<file path="src/rtl/bincnt_seq_if.sv">
// rtl/bincnt_seq_if.sv - word-in / count-out handshake bundle for bincnt_seq
//
// Purpose : groups the input word handshake and the result handshake of
//           bincnt_seq into one port.
// Signals : in_valid, in_ready, in_data[W-1:0]       - word from producer
//           out_valid, out_ready, out_cnt[CW-1:0]    - Hamming weight to consumer
//           out_par                                  - parity, only with BINCNT_SEQ_PARITY_EN
// Modports: master - producer/consumer side; slave - bincnt_seq side.
// Macro   : BINCNT_SEQ_PARITY_EN adds out_par.

interface bincnt_seq_if #(
    parameter int W = 32
);
    localparam int CW = $clog2(W + 1);

    logic          in_valid;
    logic          in_ready;
    logic [W-1:0]  in_data;
    logic          out_valid;
    logic          out_ready;
    logic [CW-1:0] out_cnt;
`ifdef BINCNT_SEQ_PARITY_EN
    logic          out_par;

    modport master (
        output in_valid, in_data, out_ready,
        input  in_ready, out_valid, out_cnt, out_par
    );

    modport slave (
        input  in_valid, in_data, out_ready,
        output in_ready, out_valid, out_cnt, out_par
    );
`else
    modport master (
        output in_valid, in_data, out_ready,
        input  in_ready, out_valid, out_cnt
    );

    modport slave (
        input  in_valid, in_data, out_ready,
        output in_ready, out_valid, out_cnt
    );
`endif
endinterface

</file>
<file path="src/rtl/bincnt_seq.sv">
// rtl/bincnt_seq.sv - sequential population counter over 7-bit chunks
//
// Purpose : counts the ones in a W-bit word using one shared 7-input counter,
//           one chunk per cycle, and returns the total over valid/ready.
// Ports   : clk   - rising-edge clock
//           rst_n - asynchronous active-low reset
//           clr   - synchronous abort back to IDLE, discards any result
//           bus   - bincnt_seq_if.slave (in_valid/in_ready/in_data,
//                   out_valid/out_ready/out_cnt[, out_par])
// Macro   : BINCNT_SEQ_PARITY_EN adds out_par = out_cnt[0].
// Modules : counter7b3 - combinational 7-input, 3-bit-output counter
//           bincnt_seq - top

module counter7b3 (
    input  logic [6:0] d,
    output logic [2:0] cnt
);
    always_comb begin
        cnt = '0;
        for (int i = 0; i < 7; i++) begin
            cnt = cnt + {2'b00, d[i]};
        end
    end
endmodule

module bincnt_seq #(
    parameter int W = 32
) (
    input  logic        clk,
    input  logic        rst_n,
    input  logic        clr,
    bincnt_seq_if.slave bus
);
    localparam int CHUNKS = (W + 6) / 7;
    localparam int CW     = $clog2(W + 1);
    localparam int SW     = CHUNKS * 7;
    // idx needs at least one bit even when a single chunk covers the word
    localparam int IW     = (CHUNKS > 1) ? $clog2(CHUNKS) : 1;

    typedef enum logic [1:0] {
        IDLE = 2'd0,
        RUN  = 2'd1,
        DONE = 2'd2
    } state_t;

    state_t        state;
    state_t        state_next;
    logic [CW-1:0] acc;
    logic [IW-1:0] idx;
    logic [SW-1:0] shift;
    logic [2:0]    part;
    logic          accept;
    logic          last;

    // The upper SW-W bits of the load are zero so padding never adds to acc
    counter7b3 u_cnt (
        .d   (shift[6:0]),
        .cnt (part)
    );

    assign accept = (state == IDLE) && bus.in_valid;
    assign last   = (idx == IW'(CHUNKS - 1));

    always_ff @(posedge clk or negedge rst_n) begin
        if (!rst_n) begin
            state <= IDLE;
        end else begin
            state <= state_next;
        end
    end

    always_comb begin
        state_next    = state;
        bus.in_ready  = 1'b0;
        bus.out_valid = 1'b0;
        bus.out_cnt   = '0;
        case (state)
            IDLE: begin
                bus.in_ready = 1'b1;
                if (bus.in_valid) begin
                    state_next = RUN;
                end
            end
            RUN: begin
                if (last) begin
                    state_next = DONE;
                end
            end
            DONE: begin
                bus.out_valid = 1'b1;
                bus.out_cnt   = acc;
                if (bus.out_ready) begin
                    state_next = IDLE;
                end
            end
            default: state_next = IDLE;
        endcase
        // Abort wins over any handshake on the same edge
        if (clr) begin
            state_next = IDLE;
        end
    end

`ifdef BINCNT_SEQ_PARITY_EN
    // Bit 0 of the registered count is the XOR of the word
    assign bus.out_par = (state == DONE) && acc[0];
`endif

    always_ff @(posedge clk or negedge rst_n) begin
        if (!rst_n) begin
            acc   <= '0;
            idx   <= '0;
            shift <= '0;
        end else if (clr) begin
            acc   <= '0;
            idx   <= '0;
            shift <= '0;
        end else begin
            case (state)
                IDLE: begin
                    if (accept) begin
                        shift <= SW'(bus.in_data);
                        acc   <= '0;
                        idx   <= '0;
                    end
                end
                RUN: begin
                    acc   <= acc + CW'(part);
                    shift <= shift >> 7;
                    idx   <= idx + IW'(1);
                end
                default: begin
                end
            endcase
        end
    end
endmodule
</file>
<file path="src/flat_wrapper.sv">
// flat-port wrapper written by rule: the top's interface ports become plain ports
module bincnt_seq_flat 
#(
    parameter int W = 32
)
  (clk, rst_n, clr, bus_in_valid, bus_in_data, bus_out_ready, bus_in_ready, bus_out_valid, bus_out_cnt);
  bincnt_seq_if #(.W(W)) bus_i ();
  input  logic clk;
  input  logic rst_n;
  input  logic clr;
  input wire logic [$bits(bus_i.in_valid)-1:0] bus_in_valid;
  input wire logic [$bits(bus_i.in_data)-1:0] bus_in_data;
  input wire logic [$bits(bus_i.out_ready)-1:0] bus_out_ready;
  output wire logic [$bits(bus_i.in_ready)-1:0] bus_in_ready;
  output wire logic [$bits(bus_i.out_valid)-1:0] bus_out_valid;
  output wire logic [$bits(bus_i.out_cnt)-1:0] bus_out_cnt;
  assign bus_i.in_valid = bus_in_valid;
  assign bus_i.in_data = bus_in_data;
  assign bus_i.out_ready = bus_out_ready;
  assign bus_in_ready = bus_i.in_ready;
  assign bus_out_valid = bus_i.out_valid;
  assign bus_out_cnt = bus_i.out_cnt;
  bincnt_seq #(.W(W)) u_core (.clk(clk), .rst_n(rst_n), .clr(clr), .bus(bus_i));
endmodule
</file>
<file path="config.mk">
export PLATFORM = sky130hd
export DESIGN_NAME = bincnt_seq_flat
export DESIGN_NICKNAME = d
export VERILOG_FILES = /design/src/rtl/bincnt_seq_if.sv /design/src/rtl/bincnt_seq.sv /design/src/flat_wrapper.sv
export SDC_FILE = /design/constraint.sdc
export NUM_CORES = 1
export LEC_CHECK = 0
export CORE_MARGIN = 2
export CORE_UTILIZATION = 51
export CTS_CLUSTER_SIZE = 8
export DETAILED_ROUTE_END_ITERATION = 10
export PLACE_DENSITY_LB_ADDON = 0.05
export SYNTH_ARGS = -nofsm -noshare
export SYNTH_HDL_FRONTEND = slang
export SYNTH_SLANG_ARGS = --single-unit
export TNS_END_PERCENT = 20
</file>
<file path="constraint.sdc">
create_clock -name clk -period 3.55 [get_ports clk]
set_input_delay 0.5325 -clock clk [delete_from_list [all_inputs] [get_ports clk]]
set_output_delay 0.5325 -clock clk [all_outputs]
set_load 0.005 [all_outputs]
</file>
---- Yosys cells after proc, flatten, opt, wreduce, memory -nomap -nowiden ----
Index checks and enable logic that the tools add are counted.
storage, ports and cells
  bits in registers ....................... 46
cells by class
  reductions and logical operators ........ 5
  mux-type cells .......................... 17
  equal/unequal tests ..................... 7
  $add $sub $neg .......................... 8
operators with widths
  operator                                        number
  two-way mux 35 bit                              2
  case mux 35 bit (2 select lines)                1
  two-way mux 6 bit                               3
  adder 3 x 1 -> 3 bit                            4
  case mux 6 bit (2 select lines)                 1
  two-way mux 2 bit                               4
  adder 6 x 3 -> 6 bit                            1
  two-way mux 3 bit                               2
  != test 3 x 2 -> 1 bit (second input constant)  2
  != test 3 bit (second input constant)           2
  case mux 2 bit (3 select lines)                 1
  case mux 3 bit (2 select lines)                 1
  adder 2 x 1 -> 3 bit                            1
  adder 3 x 1 -> 3 bit (second input constant)    1
  == test 3 bit (second input constant)           1
  AND reduction 3 bit                             1
  nonzero test 3 bit                              1
  adder 1 x 1 -> 2 bit                            1
  == test 2 x 1 -> 1 bit (second input constant)  1
  == test 2 bit (second input constant)           1
  zero test 2 bit                                 1
  two-way mux 1 bit                               2
  AND reduction 2 bit                             1
  logical AND 1 bit                               1

---- Depth between registers and ports, before layout ----
Gate-level depths: netlist of the first run.
  word-level depth ........................ 9
  depth in mapped cells ................... 11
  depth with buffers taken out ............ 11

---- Cells and area by module ----
A second synthesis of the first run with hierarchy kept.
second synthesis, totals
  cells, all modules ...................... 231
  area, all modules ....................... 2298.5 µm²
by module, submodules not included
  module      instances  area each (µm²)  cells an instance
  bincnt_seq  1          2188.3           219
  counter7b3  1          110.1            12

---- Least setup slack after synthesis of the first run ----
OpenSTA, ideal clock, no wires.
  path kind ............................... flip-flop to flip-flop
  start ................................... reg u_core.shift[0]
  end ..................................... reg u_core.acc[4]
  data required time ...................... 3.424 ns
  period minus slack after synthesis ...... 3.112 ns
  cell stages (with the launch flop) ...... 12
  buffers on the path ..................... 0
  path slack .............................. 0.438 ns
  setup time .............................. 0.126 ns
  arrival time ............................ 2.986 ns
  cells stage by stage .................... dfrtp_1 fa_1 inv_1 fa_1 fa_1 inv_1 ha_1 fa_1 a21o_1 a21oi_1 or3b_1 o21ai_0
between the ends
  cells in the longest elaborated chain, start to end .. 9
ends and longest elaborated chain
  element                            RTL line           text
  start: declaration                 bincnt_seq.sv:50   logic [SW-1:0] shift;
  start signal: assignment           bincnt_seq.sv:122  shift <= SW'(bus.in_data);
  start signal: assignment           bincnt_seq.sv:129  shift <= shift >> 7;
  adder 1 x 1 -> 2 bit               bincnt_seq.sv:21   cnt = cnt + {2'b00, d[i]};
  adder 2 x 1 -> 3 bit               bincnt_seq.sv:21
  adder 3 x 1 -> 3 bit (4 in a row)  bincnt_seq.sv:21
  adder 6 x 3 -> 6 bit               bincnt_seq.sv:128  acc <= acc + CW'(part);
  case mux 6 bit (2 select lines)    bincnt_seq.sv:119  case (state)
  two-way mux 6 bit                  bincnt_seq.sv:114  end else if (clr) begin
  end signal: assignment             bincnt_seq.sv:128
  end: declaration                   bincnt_seq.sv:48   logic [CW-1:0] acc;
Every way passes these cells.
A chain may end at the register's enable or synchronous reset.

---- Worst setup path in the final report of the first run ----
Ends and elaborated chain as after synthesis.

==> out/qor.txt, run 1 <==
Row cnt = 23
Max VDD drop = 0.000308 V
Diodes inserted = 0
Area after DPL = 0.00264 mm²
Layout fillers = 334
Setup violators final = 0
Total core area = 0.00406 mm²
Critical Path Source Type = register
WL/cell = 13.9 µm
Setup Buffers After CTS = 0
Warnings from Yosys = 0
Max_cap viols = 0
Clock root cell = clkbuf_8
CTS max path bufs = 2
Syn Area/Cell = 9.85 µm²
Die Y = 69.3 µm
Clk_skew = 6.98 ps
#FFs+latches synth = 43
Hold Path Class = input pin to async pin
# IOs = 45
Drt via density = 5.38
Rel. slew slack = 37.7%
Mapped cell area = 0.00218 mm²
Synth area leaders = dfrtp_1 49%, a221oi_1 10%, nor2_1 7.9%
Nets = 312
Detailed Route Iter0 Violations = 96
TritonCTS clock tree = built
Num CTS Buffers = 5
Routed wire length = 4360 µm
Final Slew Violations = 0
Vias = 1685
Placer Congestion = 0.772
DIE AREA = 0.00480 mm²
RSZ-0062 raised after global routing = false
Initial Util = 53.6%
Arrival time worst endpoint = 3460 ps
Port Buffers = 44
Worst Setup Slack, final = 309 ps
Max Freq = 0.309 GHz
Leak = 1.28 nW
Pin count of the biggest net entering global routing = 44
Yosys cell types = 32
Initial antenna violation count = 0
Critical Path RT = 3770 ps
Post-DP HPWL = 3060 µm
CP Max Fanout = 2
Clock Latency Late Sink = 300 ps
Final worst-path cycle share = 91.3%
# resized after CTS = 0
Clk sinks = 43
Post-place setup slack = 323 ps
GRT overflow = 0
Vias in the first global route = 1672
TNS Setup = 0 ps
GRT Total Usage = 20.0%
Actual slew at the worst max-slew pin = 934 ps
Synthesis-to-finish area growth = 25.0%
Syn nets = 271
Critical path class = register to register
Status = finished, final reports clean
Layout cells sized above 1 = 6.46%
TritonRoute pass-1 iters = 4
Gate Count Post-Synth = 221
Pwr dens = 420 mW/mm²
Htree depth = 2
# DRC = 0
Fin util = 67.0%
First-pass GRT wire length = 7650 µm
DIE WIDTH = 69.3 µm
Seq/Total Area, Yosys = 49.5%
Leading area contributor after synthesis = dfrtp_1
Final std cell area, no fill = 0.00272 mm²
CP endpoint kind = register
Hold Fails Final Rpt = 0
CTS Hold Bufs = 0
Worst-path clk slew = 80 ps
Final ANT Viol Nets = 0
Crit path time final = 3240 ps
Top cell type's share of synthesized area = 49.5%
[power by group]
| part | switching [mW] | internal (mW) | leakage, nW |
|---|---|---|---|
| logic | 0.137 | 0.132 | 0.682 |
| clock network | 0.170 | 0.138 | 0.0412 |
| registers | 0.0295 | 0.536 | 0.560 |
| total | 0.336 | 0.806 | 1.28 |
[synth_stat cells]
library cell  number
inv_1             13
a21oi_2            1
buf_4              3
a22oi_1            1
a221oi_1          25
a311oi_1           1
buf_2              9
and2_1             3
o21ai_0            5
or3_1              1
nand2b_1           1
or3b_1             1
xnor2_1            1
fa_1               4
a21oi_1            8
a22o_1             3
xor2_1             1
nor3b_4            1
nor3_1             3
o21bai_1           2
nor2b_1            2
nor2_1            46
dfrtp_1           43
ha_1               9
nand2_1           17
and3_1             1
clkbuf_1           3
nand3_1            7
nand4_1            1
mux2_2             1
a21o_1             3
nor3b_1            1
[registers in the layout, indices dropped and copies added, names as in the netlist]
register and flops:
u_core.acc 6, u_core.idx 3, u_core.shift 32, u_core.state 2
[worst max-delay path, cell delays in order, from the launching register on]
cell and delay (ps):
dfrtp_1 410, fa_1 530, inv_1 40, fa_1 440, fa_1 490, inv_1 40
ha_1 190, fa_1 400, a21o_1 190, a21oi_1 180, a21oi_1 80, o21ai_0 160
[path summary, 6_finish.rpt]
| path | slack (ps) | startpoint | depth (start not counted) | to |
|---|---|---|---|---|
| worst max register to register | 310 | u_core.shift[0] | 11 | u_core.acc[4] |
| worst max-delay path | 310 | u_core.shift[0] | 11 | u_core.acc[4] |
| worst min-delay path | 370 | rst_n | 1 | u_core.acc[5] |
| min in group clk | 470 | u_core.shift[25] | 2 | u_core.shift[25] |
| worst min register to register | 470 | u_core.shift[25] | 2 | u_core.shift[25] |
| max in group asynchronous | 2600 | rst_n | 1 | u_core.idx[0] |
[cell families after synthesis]
group | after synthesis | share of synthesized area, %
compound gates | 49 | 17.1
buf+inv | 28 | 5.87
mux | 1 | 0.518
flops | 43 | 49.5
simple gates | 85 | 17.4
xor+xnor | 2 | 0.805
fa+ha+maj | 13 | 8.86
[placed cells by master, fill, tap and decap left out, types with 7 or more instances in the layout]
cell | Yosys | layout
nand2_1 | 17 | 17
ha_1 | 9 | 9
a221oi_1 | 25 | 25
nor2_1 | 46 | 46
dfrtp_1 | 43 | 43
inv_1 | 13 | 13
a21oi_1 | 8 | 8
nand3_1 | 7 | 7
clkdlybuf4s50_1 | 0 | 43
[area by class of cell]
| class | count | area (µm²) | area share [%] |
|---|---|---|---|
| clock inverter | 2 | 12.5 | 0.460 |
| timing repair buffer | 49 | 473 | 17.4 |
| tap | 50 | 62.6 | 2.30 |
| inverter | 13 | 48.8 | 1.79 |
| multi-input combinational | 150 | 975 | 35.8 |
| clock buffer | 6 | 72.6 | 2.67 |
| sequential | 43 | 1080 | 39.6 |
[through the flow]
step	std cells	hold slack, ps	total power, mW
after CTS	313	395	1.15
after global routing	313	446	1.22
after detailed placement	305	457	0.849
after floorplan	221	237	0.750
final	313	371	1.14
after global placement	305	449	0.839
[per-layer routing]
layer / share of wire (%) / vias up / global-route usage, %
met1: 46 / 802 / 27.0
met4: 1.5 / 0 / 6.54
met2: 49 / 27 / 31.5
li1: - / 850 / -
met5: 0 / - / 0
met3: 3.4 / 6 / 5.23
(Power assumes the default switching activity.)
==> run 2: changes to the inputs <==
--- a/config.mk
+++ b/config.mk
@@ -7,8 +7,9 @@
 export LEC_CHECK = 0
 export CORE_MARGIN = 2
 export CORE_UTILIZATION = 51
-export CTS_CLUSTER_SIZE = 8
+export CTS_CLUSTER_SIZE = 10
 export DETAILED_ROUTE_END_ITERATION = 10
+export GPL_TIMING_DRIVEN = 0
 export PLACE_DENSITY_LB_ADDON = 0.05
 export SYNTH_ARGS = -nofsm -noshare
 export SYNTH_HDL_FRONTEND = slang
==> run 2 against run 1 <==
Against the previous run: utilization is 1.6 points higher; first-iteration DRC count is 42% lower; critical path depth stayed put; sequential power hardly changed; die area stayed put; hold slack worse by 160 ps; clock power is 2% lower.
==> out/qor.txt, run 2 (same netlist as run 1, synthesis figures left out) <==
Status = finished, final reports clean
Critical path class = register to register
Crit-path most repeated cell = fa_1
First-pass GRT wire length = 8290 µm (+8.3%)
DIE AREA = 0.00480 mm² (unchanged)
Final Slew Violations = 0 (unchanged)
Rel. slew slack = 63.9% (+26 points)
Layout cells sized above 1 = 8.76% (+2.3 points)
Port Buffers = 44 (unchanged)
Critical Path RT = 3740 ps (-30 ps)
Actual slew at the worst max-slew pin = 542 ps (-393 ps)
# IOs = 45 (unchanged)
CP max stage cell = fa_1
Total core area = 0.00406 mm² (unchanged)
Leak = 1.33 nW (+3.9%)
Max VDD drop = 0.000255 V (-17%)
Most frequent cells in the layout = 46 x nor2_1, 43 x clkdlybuf4s50_1, 43 x dfrtp_1
Largest register FFs = 32 (unchanged)
DIE WIDTH = 69.3 µm (unchanged)
RSZ-0062 raised after global routing = false
GRT Total Usage = 21.8% (+1.8 points)
Diodes inserted = 0 (unchanged)
Fin util = 68.7% (+1.6 points)
Worst-path clk slew = 80 ps (about the same)
Setup Buffers After CTS = 0 (unchanged)
TritonRoute pass-1 iters = 4 (unchanged)
Drt via density = 5.45 (+1.2%)
Setup violators final = 0 (unchanged)
Max Freq = 0.307 GHz (-0.35%)
CTS Hold Bufs = 0 (unchanged)
Pin count of the biggest net entering global routing = 23 (-48%)
Critical Path Source Type = register
Num CTS Buffers = 5 (unchanged)
CP Launch Point = u_core.shift[0]
Vias in the first global route = 1798 (+7.5%)
Max stage delay on crit path = 550 ps (+20 ps)
Vias = 1766 (+4.8%)
Final worst-path cycle share = 91.6% (+0.32 points)
Hold Fails Final Rpt = 0 (unchanged)
Arrival time worst endpoint = 3440 ps (-20 ps)
TritonCTS clock tree = built
Row cnt = 23 (unchanged)
Pwr dens = 412 mW/mm² (-1.9%)
GRT overflow = 0 (unchanged)
Clock root cell = clkbuf_8
Nets = 323 (+3.5%)
Die Y = 69.3 µm (unchanged)
Final ANT Viol Nets = 0 (unchanged)
CP Max Fanout = 2 (unchanged)
Placer Congestion = 0.753 (-2.4%)
# DRC = 0 (unchanged)
Initial antenna violation count = 0 (unchanged)
Detailed Route Iter0 Violations = 56 (-42%)
# resized after CTS = 0 (unchanged)
Post-DP HPWL = 3610 µm (+18%)
Routed wire length = 4800 µm (+10%)
Htree depth = 2 (unchanged)
Clock Latency Late Sink = 300 ps (about the same)
Crit path time final = 3250 ps (+11.4 ps)
Max_cap viols = 0 (unchanged)
Top flop regs = u_core.shift (32), u_core.acc (6), u_core.idx (3)
Worst Setup Slack, final = 298 ps (-11.4 ps)
WL/cell = 14.8 µm (+6.4%)
Clk sinks = 43 (unchanged)
Hold Path Class = input pin to async pin
Initial Util = 53.6% (unchanged)
CP endpoint kind = register
Cell Chain, Critical Path = fa_1 > inv_1 > fa_1 > fa_1 > inv_1 > ha_1 > fa_1 > a21o_1 > a21oi_1 > or3b_1 > o21ai_0
CTS max path bufs = 2 (unchanged)
Synthesis-to-finish area growth = 28.1%
TNS Setup = 0 ps (unchanged)
Commonest non-fill, non-tap cell in the layout = nor2_1
Reg-to-reg critical path startpoint = u_core.shift[0]
Clk_skew = 5.36 ps (-1.62 ps)
Post-place setup slack = 281 ps (-42.6 ps)
Largest Register = u_core.shift
run 2: critical path, delay by kind of cell, from the launching register on:
| kind | cells | cell delay (ps) |
|---|---|---|
| AOI/OAI and AO/OA | 3 | 410 |
| adders and majority gates | 5 | 2090 |
| buffers and inverters | 2 | 90 |
| DFF | 1 | 410 |
| and+or+nand+nor | 1 | 120 |
run 2: routing by layer:
| layer | vias to the layer above | track usage, % | routed length [µm] | share of wire (%) |
|---|---|---|---|---|
| met3 | 8 | 5.09 | 212 | 4.4 |
| met5 | - | 0 | 0 | 0 |
| met2 | 41 | 35.9 | 2330 | 49 |
| li1 | 874 | - | - | - |
| met4 | 0 | 6.97 | 74 | 1.5 |
| met1 | 843 | 28.4 | 2180 | 45 |
run 2: report_power, final:
group	total (mW)	switching [mW]	internal [mW]	leakage (nW)
clock	0.302	0.165	0.137	0.0412
combinational	0.283	0.145	0.138	0.732
sequential	0.563	0.0264	0.536	0.560
total	1.15	0.336	0.812	1.33
run 2: final timing paths:
check,endpoint,slack [ps],cells past startpoint
max,u_core.acc[4],300,11
min,u_core.acc[2],210,1
max in group asynchronous,u_core.shift[25],2850,2
max reg2reg,u_core.acc[4],300,11
min in group clk,u_core.shift[29],470,2
min reg2reg,u_core.shift[29],470,2
run 2: layout make-up:
cell class | instances | area (µm²)
Clock buffer | 6 | 72.6
Multi-Input combinational cell | 150 | 972
Buffer | 15 | 78.8
Inverter | 13 | 48.8
Tap cell | 50 | 62.6
Timing Repair Buffer | 45 | 463
Fill cell | 322 | 1270
Sequential cell | 43 | 1080
Clock inverter | 2 | 12.5
run 2: through the flow:
stage	hold slack [ps]	total power, mW	instance area (µm²)	cells
floorplan	237	0.750	2180	221
global placement	450	0.845	2680	315
detailed placement	458	0.860	2700	316
CTS	216	1.17	2790	324
global route	248	1.23	2790	324
finish	211	1.15	2790	324
==> run 3: changes to the inputs <==
--- a/config.mk
+++ b/config.mk
@@ -5,9 +5,10 @@
 export SDC_FILE = /design/constraint.sdc
 export NUM_CORES = 1
 export LEC_CHECK = 0
+export ABC_AREA = 1
 export CORE_MARGIN = 2
 export CORE_UTILIZATION = 51
-export CTS_CLUSTER_SIZE = 10
+export CTS_CLUSTER_SIZE = 30
 export DETAILED_ROUTE_END_ITERATION = 10
 export GPL_TIMING_DRIVEN = 0
 export PLACE_DENSITY_LB_ADDON = 0.05
==> run 3 against run 2 <==
Against the previous run: final area up 4.4%; worst setup slack better by 82 ps; sequential share of layout area down 1.6 points; area after synthesis up 5.8%; hold slack worse by 47 ps; clock power up 5%; critical path type unchanged; largest cell class unchanged; highest routed layer unchanged.
==> out/qor.txt, run 3 <==
Status = finished, final reports clean
Max Freq = 0.315 GHz (+2.6%)
Placer Congestion = 0.781 (+3.7%)
Critical path class = register to register
TritonCTS clock tree = built
RSZ-0062 raised after global routing = false
Final Slew Violations = 0 (unchanged)
Layout cells sized above 1 = 8.11% (-0.65 points)
Gate Count Post-Synth = 281 (+27%)
Num CTS Buffers = 5 (unchanged)
CP Launch Point = u_core.shift[0]
Nets = 383 (+19%)
Initial Util = 52.8% (-0.78 points)
#FFs+latches synth = 43 (unchanged)
Final Instance Count excl. Fillers = 385 (+19%)
Initial antenna violation count = 0 (unchanged)
Pwr dens = 664 mW/mm² (+61%)
R2R Path End = u_core.acc[4]
Count leader, synth = nand2_1
Drt via density = 5.01 (-8.0%)
Synth top cells by count = 68 x nand2_1, 43 x dfrtp_1, 42 x inv_1, 40 x o21ai_0, 23 x nor2_1
Top cell type's share of synthesized area = 46.8% (-2.7 points)
Post-place setup slack = 398 ps (+117 ps)
GRT Total Usage = 21.5% (-0.22 points)
Cell count of the worst reg-to-reg path = 12 (+1)
Worst Setup Slack, final = 380 ps (+82.3 ps)
Hold Fails Final Rpt = 0 (unchanged)
Clock Latency Late Sink = 300 ps (about the same)
Detailed Route Iter0 Violations = 83 (+48%)
Max_cap viols = 0 (unchanged)
Final ANT Viol Nets = 0 (unchanged)
Hold WS = 164 ps (-46.7 ps)
CTS max path bufs = 2 (unchanged)
DIE WIDTH = 71.2 µm (+2.7%)
Largest Register = u_core.shift
Async SR Flop Fraction = 100% (unchanged)
Actual slew at the worst max-slew pin = 428 ps (-114 ps)
Worst reg2reg setup slack = 380 ps (+80 ps)
CP endpoint kind = register
Most frequent cells in the layout = 68 x nand2_1, 43 x clkdlybuf4s50_1, 43 x dfrtp_1
Leak = 1.35 nW (+1.1%)
Placed cells = 378 (+20%)
# resized after CTS = 0 (unchanged)
DIE AREA = 0.00507 mm² (+5.4%)
Syn nets = 331 (+22%)
Clock root cell = clkbuf_8
Critical Path Source Type = register
Layout fillers = 364 (+13%)
Warnings from Yosys = 0 (unchanged)
Pin count of the biggest net entering global routing = 27 (+17%)
Reg-to-reg critical path startpoint = u_core.shift[0]
Row cnt = 24 (+4.3%)
TritonRoute pass-1 iters = 4 (unchanged)
Total core area = 0.00435 mm² (+7.3%)
Htree depth = 2 (unchanged)
Critical Path RT = 3740 ps (about the same)
EDFF count, synth = 0 (unchanged)
Die Y = 71.2 µm (+2.7%)
Tot Pwr = 1.93 mW (+68%)
First-pass GRT wire length = 8500 µm (+2.6%)
Worst-path clk slew = 80 ps (about the same)
TNS Setup = 0 ps (unchanged)
Largest register FFs = 32 (unchanged)
Critical Path Sink = u_core.acc[4]
Port Buffers = 44 (unchanged)
Setup violators final = 0 (unchanged)
Crit path time final = 3170 ps (-82.3 ps)
Vias = 1930 (+9.3%)
Seq/Total Area, Yosys = 46.8% (-2.7 points)
Vias in the first global route = 1958 (+8.9%)
Synth area leaders = dfrtp_1 47%, nand2_1 11%, o21ai_0 8.7%
# IOs = 45 (unchanged)
Clk_skew = 4.71 ps (-0.652 ps)
Yosys cell types = 25 (-22%)
Synthesis-to-finish area growth = 26.4%
Top flop regs = u_core.shift (32), u_core.acc (6), u_core.idx (3)
Hold Path Class = input pin to async pin
Final worst-path cycle share = 89.3% (-2.3 points)
Clk sinks = 43 (unchanged)
Setup Buffers After CTS = 0 (unchanged)
Arrival time worst endpoint = 3360 ps (-80 ps)
Syn Area/Cell = 8.19 µm² (-17%)
CTS Hold Bufs = 0 (unchanged)
Post-DP HPWL = 3580 µm (-0.70%)
Routed wire length = 4760 µm (-0.83%)
Rel. slew slack = 71.5% (+7.6 points)
Diodes inserted = 0 (unchanged)
CP Max Fanout = 2 (unchanged)
Top_reg_cell synth = dfrtp_1
Leading area contributor after synthesis = dfrtp_1
WL/cell = 12.4 µm (-17%)
GRT overflow = 0 (unchanged)
Commonest non-fill, non-tap cell in the layout = nand2_1
# DRC = 0 (unchanged)
Mapped cell area = 0.00230 mm² (+5.8%)
Max VDD drop = 0.000301 V (+18%)
## run 3: changes by cell type after synthesis, moves of 5 or more
cell / delta
a21oi_1: -5
nand2_1: +51
nor2_1: -23
nand3_1: +5
a31oi_1: +9
a221oi_1: -25
o21ai_0: +35
inv_1: +29
## run 3: where the power goes
part / switching (mW) / internal [mW] / total [mW]
Clock: 0.164 / 0.153 / 0.317
Sequential: 0.0772 / 0.653 / 0.730
Combinational: 0.519 / 0.366 / 0.885
## run 3: worst min-delay path by stage
stage	startpoint	to	slack (ps)	depth (start not counted)
after floorplan	rst_n	u_core.acc[0]	240	0
after global placement	u_core.shift[13]	u_core.shift[13]	510	2
after detailed placement	rst_n	u_core.shift[26]	490	1
after CTS	rst_n	u_core.shift[17]	170	1
after global routing	rst_n	u_core.shift[25]	200	1
final	rst_n	u_core.shift[17]	160	1
## run 3: per-stage QoR
stage	utilization, %	cell area, µm²
floorplan	-	2300
global placement	64.5	2810
detailed placement	64.8	2820
CTS	66.8	2910
global route	66.8	2910
finish	66.8	2910
## run 3: worst max-delay path, cell delays in order (launching register included)
cell     delay (ps)
dfrtp_1         400
fa_1            540
inv_1            70
fa_1            450
fa_1            490
inv_1            40
ha_1            190
fa_1            410
nand3_1         100
nand3_1          80
nand2_2          80
xor2_1          160
nor2_1           50
## run 3: layout make-up
cell class	instances	area, µm²	area share (%)
tap	52	65.1	2.24
sequential	43	1080	37.0
clock buffer	6	82.6	2.84
inverter	44	168	5.76
buffer	12	77.6	2.67
clock inverter	1	5.00	0.172
timing repair buffer	45	455	15.7
multi-input combinational	182	980	33.7
## run 3: cells by family after synthesis
family / synth area share, %
flip-flops: 46.8
XOR/XNOR: 1.14
AND/OR/NAND/NOR: 19.2
buffers and inverters: 10.7
AO/OA/AOI/OAI: 13.9
adder cells (fa/ha/maj): 8.37
## run 3: metal layers
metal | up-vias | GRT usage [%] | share of wire, %
met5 | - | 0 | 0
met4 | 0 | 7.55 | 1.8
met3 | 7 | 3.42 | 3.3
met2 | 35 | 36.6 | 48
met1 | 896 | 28.0 | 47
li1 | 992 | - | -
